--- src/rtl/msx_mouse_pkg.sv ---
// Shared types for the MSX joystick-port mouse reader.
// CNT_W sizes the settle counter for the largest legal SETTLE value.
package msx_mouse_pkg;

  typedef enum logic [1:0] {
    IDLE = 2'd0,
    WAIT = 2'd1,
    DONE = 2'd2
  } state_t;

  typedef logic [1:0] nib_idx_t;

  localparam int CNT_W = $clog2(4096);

endpackage

--- src/rtl/msx_mouse_reader_sync_ff.sv ---
// Two-flop synchronizer for signals arriving asynchronously to clk.
// Both stages reset to 0.
module sync_ff #(
  parameter int W = 1
) (
  input  logic         clk,
  input  logic         rst_n,
  input  logic [W-1:0] i_d,
  output logic [W-1:0] o_q
);

  logic [W-1:0] r_meta;
  logic [W-1:0] r_sync;

  always_ff @(posedge clk or negedge rst_n) begin
    if (!rst_n) begin
      r_meta <= '0;
      r_sync <= '0;
    end else begin
      r_meta <= i_d;
      r_sync <= r_meta;
    end
  end

  assign o_q = r_sync;

endmodule

--- src/rtl/msx_mouse_reader.sv ---
// Host-side MSX mouse reader: toggles the port strobe four times per start
// and assembles X/Y deltas and buttons from the returned nibbles.
module msx_mouse_reader
  import msx_mouse_pkg::*;
#(
  parameter int SETTLE = 64
) (
  input  logic       clk_sys,
  input  logic       reset_n,
  input  logic       start,
  input  logic [5:0] data,
  output logic       strobe,
  output logic       busy,
  output logic       valid,
  output logic [7:0] dx,
  output logic [7:0] dy,
  output logic [1:0] buttons
);

  if (SETTLE < 3 || SETTLE > 4095) begin : g_bad_settle
    $error("msx_mouse_reader: SETTLE must be within 3..4095");
  end

  localparam logic [CNT_W-1:0] RELOAD = CNT_W'(SETTLE - 1);

  logic [5:0]       w_data_sync;
  logic             w_cnt_zero;
  logic             w_last_nib;

  state_t           r_state;
  logic [CNT_W-1:0] r_cnt;
  nib_idx_t         r_idx;
  logic [3:0]       r_nib [4];
  logic [1:0]       r_btn_cap;
  logic             r_strobe;
  logic             r_busy;
  logic             r_valid;
  logic [7:0]       r_dx;
  logic [7:0]       r_dy;
  logic [1:0]       r_buttons;

  sync_ff #(
    .W (6)
  ) u_data_sync (
    .clk   (clk_sys),
    .rst_n (reset_n),
    .i_d   (data),
    .o_q   (w_data_sync)
  );

  assign w_cnt_zero = (r_cnt == '0);
  assign w_last_nib = (r_idx == nib_idx_t'(3));

  always_ff @(posedge clk_sys or negedge reset_n) begin
    if (!reset_n) begin
      r_state   <= IDLE;
      r_cnt     <= '0;
      r_idx     <= '0;
      r_nib[0]  <= '0;
      r_nib[1]  <= '0;
      r_nib[2]  <= '0;
      r_nib[3]  <= '0;
      r_btn_cap <= '0;
      r_strobe  <= 1'b0;
      r_busy    <= 1'b0;
      r_valid   <= 1'b0;
      r_dx      <= '0;
      r_dy      <= '0;
      r_buttons <= '0;
    end else begin
      r_valid <= 1'b0;
      case (r_state)
        IDLE: begin
          if (start) begin
            r_strobe <= ~r_strobe;
            r_cnt    <= RELOAD;
            r_idx    <= '0;
            r_busy   <= 1'b1;
            r_state  <= WAIT;
          end
        end
        WAIT: begin
          if (w_cnt_zero) begin
            r_nib[r_idx] <= w_data_sync[3:0];
            if (w_last_nib) begin
              // Buttons are active-low on the pins; stored as 1 = pressed.
              r_btn_cap <= ~w_data_sync[5:4];
              r_state   <= DONE;
            end else begin
              r_strobe <= ~r_strobe;
              r_cnt    <= RELOAD;
              r_idx    <= r_idx + nib_idx_t'(1);
            end
          end else begin
            r_cnt <= r_cnt - CNT_W'(1);
          end
        end
        DONE: begin
          r_dx      <= {r_nib[0], r_nib[1]};
          r_dy      <= {r_nib[2], r_nib[3]};
          r_buttons <= r_btn_cap;
          r_valid   <= 1'b1;
          r_busy    <= 1'b0;
          r_state   <= IDLE;
        end
        default: begin
          r_state <= IDLE;
        end
      endcase
    end
  end

  assign strobe  = r_strobe;
  assign busy    = r_busy;
  assign valid   = r_valid;
  assign dx      = r_dx;
  assign dy      = r_dy;
  assign buttons = r_buttons;

endmodule

--- config.mk ---
export PLATFORM = sky130hd
export DESIGN_NAME = msx_mouse_reader
export DESIGN_NICKNAME = d
export VERILOG_FILES = /design/src/rtl/msx_mouse_pkg.sv /design/src/rtl/msx_mouse_reader_sync_ff.sv /design/src/rtl/msx_mouse_reader.sv
export SDC_FILE = /design/constraint.sdc
export NUM_CORES = 1
export LEC_CHECK = 0
export BUFFER_PORTS_ARGS = -buffer_cell sky130_fd_sc_hd__buf_4
export CAP_MARGIN = 10
export CORE_UTILIZATION = 62
export DETAILED_ROUTE_END_ITERATION = 12
export MAX_ROUTING_LAYER = met4
export PLACE_DENSITY = 0.93
export SYNTH_ARGS = -nofsm -noshare
export SYNTH_HDL_FRONTEND = slang
export SYNTH_SLANG_ARGS = --single-unit
export TNS_END_PERCENT = 1
--- constraint.sdc ---
create_clock -name clk_sys -period 6.4 [get_ports clk_sys]
set_input_delay 0.32 -clock clk_sys [delete_from_list [all_inputs] [get_ports clk_sys]]
set_output_delay 0.32 -clock clk_sys [all_outputs]
set_load 0.005 [all_outputs]
# Word-level counts from Yosys, hierarchy flattened
# Cells that the tools add are included.
# classes
n_eq_ne,8
n_mul,0
reduce_logical,11
n_lt_le_gt_ge,2
mux,22
addsub,2
n_div,0
shift,0
n_bitwise,3
# op_table
op,n
two-way mux 12 bit,3
one-hot mux 12 bit (2 select lines),1
bitwise mux 16 bit,1
zero test 12 bit,1
two-way mux 2 bit,6
subtractor 12 x 1 -> 12 bit (second input constant),1
AND reduction 3 bit,3
demux 4 bit (select 2 bit),1
inequality test 2 bit (second input constant),4
one-hot mux 2 bit (2 select lines),2
two-way mux 1 bit,5
equality test 2 bit (second input constant),2
two-way mux 4 bit,1
one-hot mux 1 bit (2 select lines),2
AND reduction 2 bit,2
AND reduction 4 bit,1
nonzero test 2 bit,2
>= comparator 3 bit (second input constant),1
less-than comparator 3 x 1 -> 1 bit (second input constant),1
inequality test 3 bit (second input constant),1
NOT 2 -> 3 bit,1
adder 2 x 1 -> 2 bit (second input constant),1
equality test 2 x 1 -> 1 bit (second input constant),1
zero test 2 bit,1
other kinds (3),3
# totals
n_memories,0
register_bits,67
output_inout_bits,21
rom_bits,0
mem_bits_rw,0
latchBits,0
word_cells,64
in_bits,9

# Depth between registers and ports, before layout
# depth
ltp_word,6
mapped_depth,7
ltp_nobuf,6

# Cells and area by module
# Synthesis repeated with hierarchy kept, for this count alone.
# hier_totals
cells_unflattened,246
hier_area_um2,2733.9
# by_module_without_submodules
module,cells_each,instances,seq_area_each_um2,area_each_um2
msx_mouse_reader,234,1,1376.3,2433.6
sync_ff,12,1,300.3,300.3

# Least setup slack after synthesis
# OpenSTA, ideal clock, no wires.
# synth_timing
kind,reg2reg
startpoint,register r_cnt[0]
endpoint,register r_nib[1] in the netlist's numbering
t_required_ps,6275
t_arrival_ps,2097
path_slack_ps,4178
period_less_slack_ps,2222
setup_ps,125
stages_incl_launch_ff,7
n_path_buf,1
cell_sequence,dfrtp_1 inv_1 ha_1 or3b_2 nor4_4 buf_6 mux2_2
# synth_via
elab_chain_cells,2
# synth_rtl
element,line,source
"start, declared",msx_mouse_reader.sv:31,logic [CNT_W-1:0] r_cnt;
"start signal, assigned",msx_mouse_reader.sv:95,r_cnt <= r_cnt - CNT_W'(1);
zero test 12 bit,msx_mouse_reader.sv:51,assign w_cnt_zero = (r_cnt == '0);
AND reduction 2 bit (no line),-,
"end signal, assigned by index",msx_mouse_reader.sv:84,r_nib[r_idx] <= w_data_sync[3:0];
"end, declared",msx_mouse_reader.sv:33,logic [3:0] r_nib [4];
# Every way passes these cells.
# A chain may end at the register's enable or synchronous reset.

# Worst setup path in the final report
# layout_timing
startpoint,register r_cnt[0]
endpoint,register r_nib[0] in the netlist's numbering
# The elaborated chain is that of the path after synthesis.

==> impl_metrics.ini <==
[global_route]
antenna_found_initial = 0
grt_max_degree = 68
grt_pass1_wl_um = 8710
grt_usage = 0.280
grt_overflow = 0
grt_pass1_vias = 1699

[layout]
nNetsFinal = 249
drive_above_1_share = 0.389
finalInstanceArea_sq_mm = 0.00327
n_antenna_cell = 0
instances_no_fill = 289
area_delta_synth_final_pct = 18.6

[cts]
clock-sinks = 67
cts_max_path_buffers = 2
ctsResizeCount = 0
cts-buffers-inserted = 9
clk_pin_slew_ps = 80
cts_tree = done
clock_latency_ps = 350
cts_setup_buffers = 0
cts-root-buf = clkbuf_8
cts_hold_buffers = 0
cts-htree-levels = 3

[sta]
slew_headroom = 0.286
finalHoldViolCount = 0
fmax_mhz = 371
slew_viol_final = 0
fin_skew_ps = 10.3
setup_viol = 0
rsz0062_at_grt = false
finalCriticalPeriod_ps = 2700
final.setup.tns_ps = 0
whs_ps = 69.9
period_share = 0.421
tightest_slew_ps = 1070

[die]
start_util = 0.665
core_sq_mm = 0.00414
die_w_um = 68.7
row_count = 23
fp.dieH_um = 68.7
die_area_sq_mm = 0.00472
io_pins = 30

[pwr]
cellPowerDensity_mw_per_mm2 = 398
leakage_uw = 0.00157
ir_drop_mv = 0.275

[placement]
dp_cells = 273
port_buffers = 29
hpwl_um = 3360
gp_congestion = 0.838
postPlaceCellArea_sq_mm = 0.00302

[detailed_routing]
via_count = 1755
first_pass_iters = 4
ant_nets = 0
drt_iter0_markers = 69
wirelength_um = 5640
wl_per_cell_um = 19.5
via_per_inst = 6.07
drcViolationCount = 0

[logic_synthesis]
synth_top_area_frac = 0.608
ys_seq_area_frac = 0.608
syn-instance-count = 197
synth_top_cells_by_area = dfrtp_1 (61%), mux2_2 (14%), ha_1 (2.7%)
yosysTopAreaCell = dfrtp_1
synthArstFlopShare = 1.00
synth_cell_type_count = 37
ys.flop_type = dfrtp_1
synth_seq_cells = 67
synth_edf_count = 0
synth_area_sq_mm = 0.00276
ys.warnings.count = 0
syn_area_per_cell_sq_um = 14.0
synth_nets = 212

[critical_path]
cp_data_arrival_time_ps = 2930
criticalPathCategory = register to register
cp-start-kind = register
crit_fanout = 17
critPathSlowestCell = nor4_4
slowest_delay_ps = 880
rrSetupSlack_ps = 3710
end_kind = register
crit_required_ps = 6630
cp_cell_sequence = inv_1 -> ha_1 -> or3b_2 -> nor4_4 -> mux2_2

[worst_hold_path]
hold_path.class = input port to async pin

[flow_run]
drv_cap = 0

[run_status]
outcome = complete, no violations
[flip-flops by register name (all words and copies together), names as in the netlist]
name / flops
r_nib: 16
r_cnt: 12
dx: 8
dy: 8
u_data_sync.o_q: 6
u_data_sync.r_meta: 6
buttons: 2
r_btn_cap: 2
r_idx: 2
r_state: 2
busy: 1
strobe: 1
valid: 1
[layout make-up]
class / instances / area [sq um]
fillers: 231 / 873
well taps: 50 / 62.6
inverters: 9 / 33.8
clock inverters: 6 / 111
multi-input cells: 118 / 1030
repair buffers: 29 / 218
flip-flops and latches: 67 / 1680
clock buffers: 10 / 138
[cell usage after synthesis, types with 2 or more instances]
cell type / count
dfrtp_1: 67
mux2_2: 35
inv_1: 9
a21oi_1: 8
nand2_1: 7
or4_1: 7
ha_1: 6
o31ai_1: 6
nand3_1: 5
or3_1: 5
o21ai_0: 4
nand2b_1: 3
nor4_4: 3
buf_1: 2
mux2i_1: 2
nand3b_1: 2
nand4_1: 2
nor2_1: 2
nor2b_1: 2
o211ai_1: 2
or3b_2: 2
[report_power, final]
part	switching, uW	internal [uW]	total [uW]
sequential	79.5	513	592
clock	167	270	437
combinational	151	123	274
total	398	905	1300
[path summary, 6_finish.rpt]
path | startpoint | end | depth (start not counted)
max in group asynchronous | reset_n | r_state[0] | 1
min reg2reg | u_data_sync.r_meta[3] | u_data_sync.o_q[3] | 0
max | r_cnt[0] | r_nib[0] | 5
min in group clk_sys | data[4] | u_data_sync.r_meta[4] | 1
max reg2reg | r_cnt[0] | r_nib[0] | 5
min | reset_n | r_cnt[9] | 1
[critical path: cells and delay by family (launching register included)]
kind,cells,cell delay (ps)
adder cells (fa/ha/maj),1,170
buffers and inverters,1,170
flip-flops,1,390
multiplexers,1,420
AND/OR/NAND/NOR,2,1430
[per-layer routing]
metal	vias to the layer above	track usage	part of all wire
li1	795	-	-
met1	889	0.359	0.44
met2	55	0.420	0.50
met3	16	0.0707	0.037
met4	0	0.133	0.024
met5	-	-	0
[kinds of logic (layout without fill, tap and decap cells)]
family | Yosys count | count (layout) | share of synthesized area
flip-flops | 67 | 67 | 0.608
AND/OR/NAND/NOR | 48 | 48 | 0.127
buffers and inverters | 12 | 54 | 0.0191
AO/OA/AOI/OAI | 26 | 26 | 0.0653
XOR/XNOR | 1 | 1 | 0.00318
multiplexers | 37 | 37 | 0.150
adder cells (fa/ha/maj) | 6 | 6 | 0.0272
[placed cells by master, fill, tap and decap left out, types with 6 or more instances in the layout]
cell type and n:
dfrtp_1 67, mux2_2 35, nand2_1 7, ha_1 6, or4_1 7, clkbuf_8 10
buf_4 29, a21oi_1 8, o31ai_1 6, inv_1 9
[through the flow]
step	utilization	power (uW)	setup slack [ps]
after floorplan	-	777	4180
after global placement	0.729	835	3880
after detailed placement	0.729	860	3780
after CTS	0.789	1310	3680
after global routing	0.789	1360	3560
final	0.789	1300	3710
Note: power is estimated with default switching activity, not from simulation.
